--- src/rtl/frame_sync_if.sv ---
// Frame synchroniser bus: serial bit input side plus word-level output side.
interface frame_sync_if #(
    parameter int PAYLOAD_W = 8,
    parameter int CNT_W     = 16
);
    logic                 din;
    logic                 din_valid;
    logic                 force_hunt;
    logic                 locked;
    logic [PAYLOAD_W-1:0] pay_data;
    logic                 pay_valid;
    logic                 sync_err;
    logic [CNT_W-1:0]     frame_cnt;

    // Front-end / consumer side
    modport master (
        output din, din_valid, force_hunt,
        input  locked, pay_data, pay_valid, sync_err, frame_cnt
    );

    // Synchroniser side
    modport slave (
        input  din, din_valid, force_hunt,
        output locked, pay_data, pay_valid, sync_err, frame_cnt
    );
endinterface

--- src/rtl/frame_sync_ctrl.sv ---
// Frame synchroniser: hunts for a sync code, confirms it over consecutive
// frames, then flywheels on frame timing while deserialising the payload.
module frame_sync_ctrl #(
    parameter int                SYNC_W    = 4,
    parameter logic [SYNC_W-1:0] SYNC_CODE = 4'b1001,
    parameter int                PAYLOAD_W = 8,
    parameter int                CONFIRM   = 2,
    parameter int                MISS_MAX  = 3,
    parameter int                CNT_W     = 16
) (
    input  logic clk,
    input  logic rst,
    frame_sync_if.slave bus
);
    localparam int FRAME_LEN = SYNC_W + PAYLOAD_W;
    localparam int BW        = $clog2(FRAME_LEN);
    localparam int HW        = $clog2(CONFIRM + 1);
    localparam int MW        = $clog2(MISS_MAX + 1);

    typedef enum logic [1:0] {HUNT, VERIFY, LOCKED} state_t;

    state_t               state, state_nx;
    logic [SYNC_W-1:0]    sr, sr_nx, window;
    logic [BW-1:0]        cnt, cnt_nx;
    logic [HW-1:0]        hits, hits_nx, hits_inc;
    logic [MW-1:0]        miss, miss_nx, miss_inc;
    logic [PAYLOAD_W-1:0] word, word_nx, pay_data, pay_data_nx;
    logic [CNT_W-1:0]     frame_cnt, frame_cnt_nx;
    logic                 locked, locked_nx;
    logic                 pay_valid, pay_valid_nx;
    logic                 sync_err, sync_err_nx;
    logic                 sync_hit, at_check, at_last_pay;

    // The window includes the incoming bit so a hit is known on the bit that completes the code
    assign window      = {bus.din, sr[SYNC_W-1:1]};
    assign sync_hit    = (window == SYNC_CODE) && bus.din_valid;
    assign at_check    = (cnt == BW'(FRAME_LEN - 1));
    assign at_last_pay = (cnt == BW'(PAYLOAD_W - 1));
    assign hits_inc    = hits + HW'(1);
    assign miss_inc    = miss + MW'(1);

    assign bus.locked    = locked;
    assign bus.pay_data  = pay_data;
    assign bus.pay_valid = pay_valid;
    assign bus.sync_err  = sync_err;
    assign bus.frame_cnt = frame_cnt;

    // State and output registers
    always_ff @(posedge clk) begin
        if (rst) begin
            state     <= HUNT;
            sr        <= '0;
            cnt       <= '0;
            hits      <= '0;
            miss      <= '0;
            word      <= '0;
            pay_data  <= '0;
            frame_cnt <= '0;
            locked    <= 1'b0;
            pay_valid <= 1'b0;
            sync_err  <= 1'b0;
        end else begin
            state     <= state_nx;
            sr        <= sr_nx;
            cnt       <= cnt_nx;
            hits      <= hits_nx;
            miss      <= miss_nx;
            word      <= word_nx;
            pay_data  <= pay_data_nx;
            frame_cnt <= frame_cnt_nx;
            locked    <= locked_nx;
            pay_valid <= pay_valid_nx;
            sync_err  <= sync_err_nx;
        end
    end

    // Next-state and output decode; only valid bits (or force_hunt) move anything
    always_comb begin
        state_nx     = state;
        sr_nx        = sr;
        cnt_nx       = cnt;
        hits_nx      = hits;
        miss_nx      = miss;
        word_nx      = word;
        pay_data_nx  = pay_data;
        frame_cnt_nx = frame_cnt;
        pay_valid_nx = 1'b0;
        sync_err_nx  = 1'b0;

        if (bus.force_hunt) begin
            // sr deliberately keeps its contents: the bit on this cycle is dropped
            state_nx = HUNT;
            cnt_nx   = '0;
            hits_nx  = '0;
            miss_nx  = '0;
            word_nx  = '0;
        end else if (bus.din_valid) begin
            sr_nx = window;
            case (state)
                HUNT: begin
                    if (sync_hit) begin
                        cnt_nx   = '0;
                        hits_nx  = HW'(1);
                        state_nx = (CONFIRM == 1) ? LOCKED : VERIFY;
                    end
                end
                VERIFY: begin
                    if (at_check) begin
                        cnt_nx = '0;
                        if (sync_hit) begin
                            hits_nx = hits_inc;
                            if (hits_inc == HW'(CONFIRM))
                                state_nx = LOCKED;
                        end else begin
                            state_nx = HUNT;
                            hits_nx  = '0;
                        end
                    end else begin
                        cnt_nx = cnt + BW'(1);
                    end
                end
                LOCKED: begin
                    for (int i = 0; i < PAYLOAD_W; i++)
                        if (cnt == BW'(i)) word_nx[i] = bus.din;
                    if (at_last_pay) begin
                        pay_data_nx  = word_nx;
                        pay_valid_nx = 1'b1;
                        frame_cnt_nx = frame_cnt + CNT_W'(1);
                    end
                    if (at_check) begin
                        cnt_nx = '0;
                        if (sync_hit) begin
                            miss_nx = '0;
                        end else begin
                            // Flywheel: keep frame timing, only count the miss
                            sync_err_nx = 1'b1;
                            if (miss_inc == MW'(MISS_MAX)) begin
                                state_nx = HUNT;
                                miss_nx  = '0;
                                hits_nx  = '0;
                            end else begin
                                miss_nx = miss_inc;
                            end
                        end
                    end else begin
                        cnt_nx = cnt + BW'(1);
                    end
                end
                default: state_nx = HUNT;
            endcase
        end

        locked_nx = (state_nx == LOCKED);
    end
endmodule

--- src/flat_wrapper.sv ---
// flat-port wrapper written by rule: the top's interface ports become plain ports
module frame_sync_ctrl_flat 
#(
    parameter int                SYNC_W    = 4,
    parameter logic [SYNC_W-1:0] SYNC_CODE = 4'b1001,
    parameter int                PAYLOAD_W = 8,
    parameter int                CONFIRM   = 2,
    parameter int                MISS_MAX  = 3,
    parameter int                CNT_W     = 16
)
  (clk, rst, bus_din, bus_din_valid, bus_force_hunt, bus_locked, bus_pay_data, bus_pay_valid, bus_sync_err, bus_frame_cnt);
  frame_sync_if #(.PAYLOAD_W(PAYLOAD_W), .CNT_W(CNT_W)) bus_i ();
  input  logic clk;
  input  logic rst;
  input wire logic [$bits(bus_i.din)-1:0] bus_din;
  input wire logic [$bits(bus_i.din_valid)-1:0] bus_din_valid;
  input wire logic [$bits(bus_i.force_hunt)-1:0] bus_force_hunt;
  output wire logic [$bits(bus_i.locked)-1:0] bus_locked;
  output wire logic [$bits(bus_i.pay_data)-1:0] bus_pay_data;
  output wire logic [$bits(bus_i.pay_valid)-1:0] bus_pay_valid;
  output wire logic [$bits(bus_i.sync_err)-1:0] bus_sync_err;
  output wire logic [$bits(bus_i.frame_cnt)-1:0] bus_frame_cnt;
  assign bus_i.din = bus_din;
  assign bus_i.din_valid = bus_din_valid;
  assign bus_i.force_hunt = bus_force_hunt;
  assign bus_locked = bus_i.locked;
  assign bus_pay_data = bus_i.pay_data;
  assign bus_pay_valid = bus_i.pay_valid;
  assign bus_sync_err = bus_i.sync_err;
  assign bus_frame_cnt = bus_i.frame_cnt;
  frame_sync_ctrl #(.SYNC_W(SYNC_W), .SYNC_CODE(SYNC_CODE), .PAYLOAD_W(PAYLOAD_W), .CONFIRM(CONFIRM), .MISS_MAX(MISS_MAX), .CNT_W(CNT_W)) u_core (.clk(clk), .rst(rst), .bus(bus_i));
endmodule
--- config.mk ---
export PLATFORM = sky130hd
export DESIGN_NAME = frame_sync_ctrl_flat
export DESIGN_NICKNAME = d
export VERILOG_FILES = /design/src/rtl/frame_sync_if.sv /design/src/rtl/frame_sync_ctrl.sv /design/src/flat_wrapper.sv
export SDC_FILE = /design/constraint.sdc
export NUM_CORES = 1
export LEC_CHECK = 0
export BUFFER_PORTS_ARGS = -buffer_cell sky130_fd_sc_hd__buf_4
export CORE_ASPECT_RATIO = 1.5
export CORE_MARGIN = 5
export CORE_UTILIZATION = 35
export CTS_BUF_LIST = sky130_fd_sc_hd__clkbuf_4 sky130_fd_sc_hd__clkbuf_8
export CTS_CLUSTER_DIAMETER = 200
export DETAILED_ROUTE_END_ITERATION = 8
export GPL_TIMING_DRIVEN = 0
export SYNTH_ARGS = -nofsm -noshare
export SYNTH_HDL_FRONTEND = slang
export SYNTH_SLANG_ARGS = --single-unit
--- constraint.sdc ---
create_clock -name clk -period 5.4 [get_ports clk]
set_clock_uncertainty 0.1 [all_clocks]
set_input_delay 0.54 -clock clk [delete_from_list [all_inputs] [get_ports clk]]
set_output_delay 0.54 -clock clk [all_outputs]
set_load 0.03 [all_outputs]
# Word level (Yosys, flattened, before mapping)

Cells that the tools add are included.

Add/sub/neg operators: 4
Eq/ne operators: 19
Muxes and demuxes: 32
Bitwise operators: 4
Reductions and logical operators: 15

Operator list:

| operator                                                                | number |
|---|---|
| 2-bit 2-to-1 mux                                                        | 17 |
| 16-bit by 1-bit adder with 16-bit output, second input constant         | 1 |
| 4-bit by 3-bit == test with 1-bit output, second input constant         | 4 |
| 2-bit case mux with 3 select lines                                      | 2 |
| 1-bit 2-to-1 mux                                                        | 10 |
| 2-bit == test, second input constant                                    | 4 |
| 4-bit by 2-bit == test with 1-bit output, second input constant         | 2 |
| 4-bit == test, second input constant                                    | 2 |
| 4-bit 2-to-1 mux                                                        | 2 |
| 2-bit by 1-bit inequality test with 1-bit output, second input constant | 4 |
| 4-bit case mux with 2 select lines                                      | 1 |
| 7-bit AND reduction                                                     | 1 |
| 3-bit AND reduction                                                     | 2 |
| 5-bit OR reduction                                                      | 1 |
| 2-bit by 1-bit adder with 2-bit output, second input constant           | 2 |
| 4-bit by 1-bit adder with 4-bit output, second input constant           | 1 |
| 4-bit by 1-bit == test with 1-bit output, second input constant         | 1 |
| 4-bit zero test                                                         | 1 |
| 1-bit NOT                                                               | 4 |
| 2-bit AND reduction                                                     | 2 |
| 4-bit AND reduction                                                     | 1 |
| 2-bit OR reduction                                                      | 2 |
| 4-bit OR reduction                                                      | 1 |
| 3-bit nonzero test                                                      | 1 |
| 5 further kinds                                                         | 5 |

Register bits after elaboration: 49
Input bits: 5
Output and inout port bits: 27
Word-level logic and storage cells: 85

# Longest topological paths before layout

Gate-level depths: netlist of run 1.

Depth after elaboration: 9
Depth in mapped cells: 8
Gate-level depth less buffers: 7

# Least setup slack after synthesis of run 1

OpenSTA, ideal clock, no wires.

Path kind: register -> register
From: register u_core.cnt[0]
To: register u_core.hits[1]
Setup time: 0.070 ns
Arrival: 1.830 ns
Data required time: 5.230 ns
Setup slack: 3.400 ns
Stages on the path, launching flop included: 7
Buffers on the path: 0
Clock period less this slack: 2.000 ns
Path through: dfxtp_1 ha_1 nand3b_4 a2111oi_4 o211ai_2 or4_1 a21oi_1

Cells in the longest elaborated chain, start to end: 3
Elaborated cells on any way between the ends: 4
Classes of those cells: eq/ne: 3; reduce/logical: 1

RTL lines:

| item                                                       | RTL line              | source |
|---|---|---|
| start, declared                                            | frame_sync_ctrl.sv:24 | `logic [BW-1:0] cnt, cnt_nx;` |
| start signal, assigned                                     | frame_sync_ctrl.sv:65 | `cnt <= cnt_nx;` |
| 4-bit == test *                                            | frame_sync_ctrl.sv:37 | `assign at_check = (cnt == BW'(FRAME_LEN - 1));` |
| 2-bit by 1-bit inequality test with 1-bit output (no line) | n/a                   |  |
| 7-bit AND reduction (no line) *                            | n/a                   |  |
| end signal, assigned                                       | frame_sync_ctrl.sv:66 | `hits <= hits_nx;` |
| end, declared                                              | frame_sync_ctrl.sv:25 | `logic [HW-1:0] hits, hits_nx, hits_inc;` |

Every way passes the cells marked *; elsewhere a longest branch is shown, timed or not.
A chain may end at the register's enable or synchronous reset.

# Worst setup path after layout of run 1

Ends and elaborated chain as after synthesis.

==> impl_metrics.tcl, run 1 <==
set metrics [dict create \
    synth_flop_cell "dfxtp_1" \
    cts.sinks 47 \
    gp_congestion 0.873 \
    synth_cell_type_count 45 \
    slew_violations 0 \
    pre_cts_slack_ns 3.14 \
    p_int_uw 448 \
    wl_per_cell_um 13.6 \
    sw_frac_of_total 0.229 \
    core_sq_um 6440 \
    num_io_pins 32 \
    ctsHoldBuffers 0 \
    yosys.area_share.xor_xnor 0.0500 \
    irDropWorstVdd_v 0.0000845 \
    dp_cells 363 \
    grt_max_degree 15 \
    leakagePower_uw 0.00105 \
    instances_no_fill 371 \
    drive_gt1_frac 0.169 \
    fp.dieH_um 109 \
    cp.arrival_ns 2.40 \
    final_common_cell "dfxtp_1" \
    worst_slew_pin_slew_ns 0.494 \
    synth-adder-area-share 0.0550 \
    antenna_found_initial 0 \
    ant_nets 0 \
    pwr-share-comb 0.029 \
    final_cell_mix "dfxtp_1 (47), nor2_1 (42), buf_4 (30)" \
    seqPwrFrac 0.598 \
    worstPathRequired_ns 5.55 \
    finalCriticalPeriod_ns 2.25 \
    path_class "flip-flop to flip-flop" \
    viasPerCell 5.05 \
    yosys_warnings 0 \
    timing.hold.ws_ns 0.357 \
    pwr_density_cell_nw_per_um2 216 \
    power.switching_uw 133 \
    cts.clk_slew.worst_paths_ns 0.09 \
    syn_area_per_cell_sq_um 8.86 \
    gr-total-overflow 0 \
    setup_viol 0 \
    yosys-mux-area-fraction 0.0528 \
    drc 0 \
    h-tree-depth 2 \
    grt.total_usage 0.135 \
    clockBufferDepth 2 \
    relSlewSlack 0.671 \
    die-area_sq_um 8250 \
    fin_nets 309 \
    crit_fanout 8 \
    grt_pass1_wl_mm 8.65 \
    drt-total-wl_mm 5.06 \
    cts_tree "yes" \
    synth_top_family_by_area "simple AND/OR/NAND/NOR gates" \
    die_x_um 75.8 \
    n_antenna_cell 0 \
    grt_pass1_vias 1918 \
    end_kind "flip-flop" \
    async_flop_share 0 \
    setup.worst_path.start_class "flip-flop" \
    synthSimpleGateAreaFrac 0.255 \
    dp_hpwl_mm 3.83 \
    hold_violations 0 \
    cts_resized 0 \
    postCtsSetupBuffers 0 \
    fmax_ghz 0.445 \
    yosys_register_bits 47 \
    drt_pre_antenna_iters 4 \
    cts_root_buf "clkbuf_8" \
    synthCells 257 \
    synth-compound-area-share 0.129 \
    start_util 0.353 \
    seq_area_frac_synth 0.413 \
    rows 36 \
    clock_latency_ns 0.31 \
    timing.max_cap.violations 0 \
    synth.net_count 272 \
    io_buffers 30 \
    synth_edf_count 0 \
    area_growth_pct 18.0 \
    rsz0062_at_grt "no" \
    power_frac_clock 0.373 \
    hold_class "flip-flop to flip-flop" \
    numCtsBuffers 5 \
    drtIter0Drc 44 \
    setup_tns_ns 0 \
    setup_ws_ns 3.15 \
    outcome "complete, no violations" \
    synth_area_sq_um 2280 \
    post-route-period-util 0.416 \
    vias 1872 \
]
==> synthesized netlist by cell type (all sizes together), types with 2 or more instances <==
library cell / instances / share of area
dfxtp: 47 / 0.41
nor2: 42 / 0.069
nand2: 18 / 0.030
a21oi: 15 / 0.033
inv: 14 / 0.023
nand3: 14 / 0.031
mux2i: 12 / 0.053
ha: 10 / 0.055
xnor2: 9 / 0.035
a211oi: 8 / 0.026
clkbuf: 8 / 0.013
nand4: 6 / 0.016
o21ai: 6 / 0.013
nor3: 5 / 0.011
xor2: 4 / 0.015
and2: 3 / 0.0088
buf: 3 / 0.0093
nand4b: 3 / 0.012
nor4: 3 / 0.015
or3: 3 / 0.0082
a22oi: 2 / 0.0066
a32oi: 2 / 0.0077
nor2b: 2 / 0.0055
==> per-stage QoR <==
| stage | util | power, uW | area [sq um] |
|---|---|---|---|
| floorplan | - | 365 | 2280 |
| global placement | 0.403 | 373 | 2600 |
| detailed placement | 0.403 | 373 | 2600 |
| CTS | 0.417 | 590 | 2690 |
| global route | 0.417 | 601 | 2690 |
| finish | 0.417 | 580 | 2690 |
==> power groups by stage <==
stage | clock network (uW) | registers, uW | logic, uW
4_1_cts | 226 | 347 | 17.4
5_1_grt | 235 | 347 | 18.8
2_1_floorplan | 0 | 355 | 9.94
6_report | 216 | 347 | 17.0
3_3_place_gp | 0 | 355 | 17.3
3_5_place_dp | 0 | 355 | 17.3
==> per-layer routing <==
metal	vias up	track usage	wire length, um
met4	0	0.0575	114
met3	8	0.0323	209
li1	964	-	-
met2	25	0.246	2700
met1	875	0.142	2040
met5	-	0	0
==> sequential cells by signal, indices dropped and copies added, names as in the netlist <==
register and flops:
u_core.bus.frame_cnt 16, u_core.bus.pay_data 8, u_core.word 7, u_core.cnt 4, u_core.sr 3, u_core.hits 2, u_core.miss 2, u_core.state 2
u_core.bus.locked 1, u_core.bus.pay_valid 1, u_core.bus.sync_err 1
==> final cells by class <==
class	instances	area, sq um
buffer	11	51.3
clock buffer	6	76.3
clock inverter	2	12.5
fill	664	3760
inverter	14	52.6
multi-input combinational	185	1230
sequential	47	941
tap	76	95.1
timing repair buffer	30	225
==> worst paths after layout <==
kind,cells after the start,end,from,slack (ns)
max,6,u_core.hits[1],u_core.cnt[0],3.15
max reg2reg,6,u_core.hits[1],u_core.cnt[0],3.15
min reg2reg,2,u_core.hits[1],u_core.hits[1],0.36
min,2,u_core.hits[1],u_core.hits[1],0.36
==> worst max-delay path, cell delays in order, from the launching register on <==
cell	delay, ns
dfxtp_1	0.43
ha_1	0.37
nand3b_4	0.15
a2111oi_4	0.43
o211ai_2	0.16
or4_1	0.41
a21oi_1	0.14
==> logic make-up after synthesis <==
group | after synthesis
AO/OA/AOI/OAI | 42
XOR/XNOR | 13
buffers and inverters | 25
adder cells (fa/ha/maj) | 10
AND/OR/NAND/NOR | 108
flip-flops | 47
multiplexers | 12
(Power assumes the default switching activity.)
==> inputs of run 2 (changes only) <==
--- a/config.mk
+++ b/config.mk
@@ -5,6 +5,7 @@
 export SDC_FILE = /design/constraint.sdc
 export NUM_CORES = 1
 export LEC_CHECK = 0
+export ABC_AREA = 1
 export BUFFER_PORTS_ARGS = -buffer_cell sky130_fd_sc_hd__buf_4
 export CORE_ASPECT_RATIO = 1.5
 export CORE_MARGIN = 5
==> constraint.sdc (replaced) <==
create_clock -name clk -period 2.2 [get_ports clk]
set_clock_uncertainty 0.1 [all_clocks]
set_input_delay 0.22 -clock clk [delete_from_list [all_inputs] [get_ports clk]]
set_output_delay 0.22 -clock clk [all_outputs]
set_load 0.03 [all_outputs]
==> run 2 against run 1 <==
Net effect: die area rose by 8.0%; combinational power rose to 5.4 times the previous value; total power rose to 2.6 times the previous value; critical path type unchanged; largest power group unchanged.
==> impl_metrics.tcl, run 2 <==
set metrics [dict create \
    drive_gt1_frac 0.199 \
    fmax_ghz 0.578 \
    synth_edf_count 0 \
    path_class "flip-flop to flip-flop" \
    critical-path-top-delay-family "simple AND/OR/NAND/NOR gates" \
    synthTopCellsByCount "nand2_1 (52), dfxtp_1 (47), inv_1 (47)" \
    numCtsBuffers 5 \
    timing.max_cap.violations 0 \
    largest_register_ffs 16 \
    grt_max_degree 14 \
    top_usage_layer "met2" \
    setup_viol 0 \
    clockBufferDepth 2 \
    drc 0 \
    start_util 0.360 \
    setup_ws_ns 0.471 \
    io_buffers 29 \
    hold_class "primary input to flip-flop" \
    worst_slew_pin_slew_ns 0.500 \
    num_io_pins 32 \
    synth_cell_type_count 38 \
    rsz0062_at_grt "no" \
    cts.clk_slew.worst_paths_ns 0.09 \
    yosys_warnings 0 \
    r2r_end "u_core.hits[0]" \
    ant_nets 0 \
    h-tree-depth 2 \
    num-fill-cells 723 \
    drt-total-wl_mm 5.52 \
    cts_root_buf "clkbuf_8" \
    synth.most_common_cell "nand2_1" \
    grt_use_met1 0.138 \
    drt_pre_antenna_iters 4 \
    area_growth_pct 16.3 \
    hold_end "u_core.bus.locked" \
    r2r_slack_ns 0.47 \
    synth_area_sq_um 2480 \
    n_antenna_cell 0 \
    setup_tns_ns 0 \
    fin_nets 385 \
    syn_area_per_cell_sq_um 7.43 \
    use_met3 0.0239 \
    synth_area_leaders "dfxtp_1 (38%), nand2_1 (7.9%), inv_1 (7.1%)" \
    grt.total_usage 0.129 \
    grt_use_met2 0.247 \
    postCtsSetupBuffers 0 \
    yosys_register_bits 47 \
    gp_congestion 0.859 \
    dp_hpwl_mm 4.28 \
    synth_flop_cell "dfxtp_1" \
    cts_tree "yes" \
    hold_depth 3 \
    wl_per_cell_um 12.3 \
    worstHoldStart "bus_din_valid" \
    slowest_stage "dfxtp_1" \
    startpoint "u_core.cnt[0]" \
    cp.arrival_ns 1.83 \
    final_common_cell "nand2_1" \
    yosysTopAreaCellShare 0.379 \
    reg2regPathDepth 10 \
    crit_buf_inv 2 \
    relSlewSlack 0.666 \
    setup.worst_path.start_class "flip-flop" \
    grt_pass1_vias 2073 \
    pre_cts_slack_ns 0.465 \
    async_flop_share 0 \
    vias 2153 \
    timing.hold.ws_ns 0.103 \
    path_cells "ha_1 > nand3_2 > inv_1 > nand3_1 > nand2_1 > nand2_1 > nor2_2 > inv_1 > nor2_1 > nor2_1" \
    gr-total-overflow 0 \
    synth.net_count 349 \
    reg.largest.list "u_core.bus.frame_cnt x16, u_core.bus.pay_data x8, u_core.word x7" \
    cpPeakStageDelay_ns 0.41 \
    hold_violations 0 \
    leakagePower_uw 0.00122 \
    grt_pass1_wl_mm 9.38 \
    largest-register "u_core.bus.frame_cnt" \
    post-route-period-util 0.786 \
    pwr_density_cell_nw_per_um2 518 \
    antenna_found_initial 0 \
    synthCells 334 \
    final_cell_mix "nand2_1 (52), inv_1 (47), dfxtp_1 (47)" \
    fp.dieH_um 113 \
    clock_latency_ns 0.30 \
    viasPerCell 4.80 \
    drtIter0Drc 85 \
    finalCriticalPeriod_ns 1.73 \
    die-area_sq_um 8910 \
    fin_util 0.418 \
    irDropWorstVdd_v 0.000223 \
    end_kind "flip-flop" \
    r2r_start "u_core.cnt[0]" \
    outcome "complete, no violations" \
    worstPathRequired_ns 2.30 \
    cts.sinks 47 \
    rows 37 \
    ctsHoldBuffers 0 \
    cts_resized 0 \
    yosys.area.top_type "dfxtp_1" \
    slew_violations 0 \
    die_x_um 78.7 \
    seq_area_frac_synth 0.379 \
    core_sq_um 6900 \
    crit_fanout 6 \
]
-- run 2: cell types whose count changed after synthesis, sizes merged, moves of 6 or more --
cell | previous run | this run
o21ai | 6 | 20
nand2 | 18 | 57
inv | 14 | 53
mux2i | 12 | 0
xnor2 | 9 | 2
nand3 | 14 | 21
a211oi | 8 | 0
a21oi | 15 | 36
o211ai | 1 | 7
clkbuf | 8 | 1
-- run 2: report_power, final --
| group | total, uW | switching, uW | leakage (uW) | internal [uW] |
|---|---|---|---|---|
| logic | 91.0 | 61.8 | 0.000789 | 29.2 |
| clock network | 541 | 293 | 0.0000491 | 249 |
| registers | 861 | 3.87 | 0.000379 | 857 |
-- run 2: how the worst max path moves through the flow --
stage                                     endpoint  slack [ns]  cells after the start
after detailed placement            u_core.hits[0]        0.47                     10
after global routing                u_core.hits[0]        0.24                     10
after CTS                           u_core.hits[0]        0.45                     10
after global placement              u_core.hits[1]        0.50                     10
final                               u_core.hits[0]        0.47                     10
after floorplan           u_core.bus.frame_cnt[10]        0.58                      7
-- run 2: area by class of cell --
class / count / area, sq um / area share
well taps: 78 / 97.6 / 0.0338
multi-input cells: 221 / 1250 / 0.434
clock inverters: 1 / 5.00 / 0.00173
plain buffers: 9 / 71.3 / 0.0247
clock buffers: 7 / 83.8 / 0.0291
repair buffers: 29 / 218 / 0.0755
flip-flops and latches: 47 / 941 / 0.326
inverters: 57 / 218 / 0.0755
-- run 2: stage by stage --
step | std cells | area (sq um) | total power, uW
after global placement | 441 | 2800 | 972
after floorplan | 334 | 2480 | 948
final | 449 | 2890 | 1490
after CTS | 449 | 2890 | 1520
after global routing | 449 | 2890 | 1560
after detailed placement | 441 | 2800 | 973
-- run 2: metal layers --
| layer | up-vias | part of all wire | wire [um] |
|---|---|---|---|
| met3 | 10 | 0.031 | 173 |
| met5 | - | 0 | 0 |
| met4 | 0 | 0.020 | 109 |
| li1 | 1156 | - | - |
| met1 | 957 | 0.42 | 2330 |
| met2 | 30 | 0.53 | 2900 |
-- run 2: worst min-delay path: stages --
cell     delay, ns
buf_6         0.11
a21oi_1       0.07
nor2_1        0.07
-- run 2: cell families (layout without fill, tap and decap cells) --
group / Yosys count / in the layout / synth area share
buffers and inverters: 66 / 103 / 0.116
DFF: 47 / 47 / 0.379
AOI/OAI and AO/OA: 71 / 71 / 0.157
and+or+nand+nor: 133 / 133 / 0.272
xor gates and xnor gates: 7 / 7 / 0.0247
adders and majority gates: 10 / 10 / 0.0504
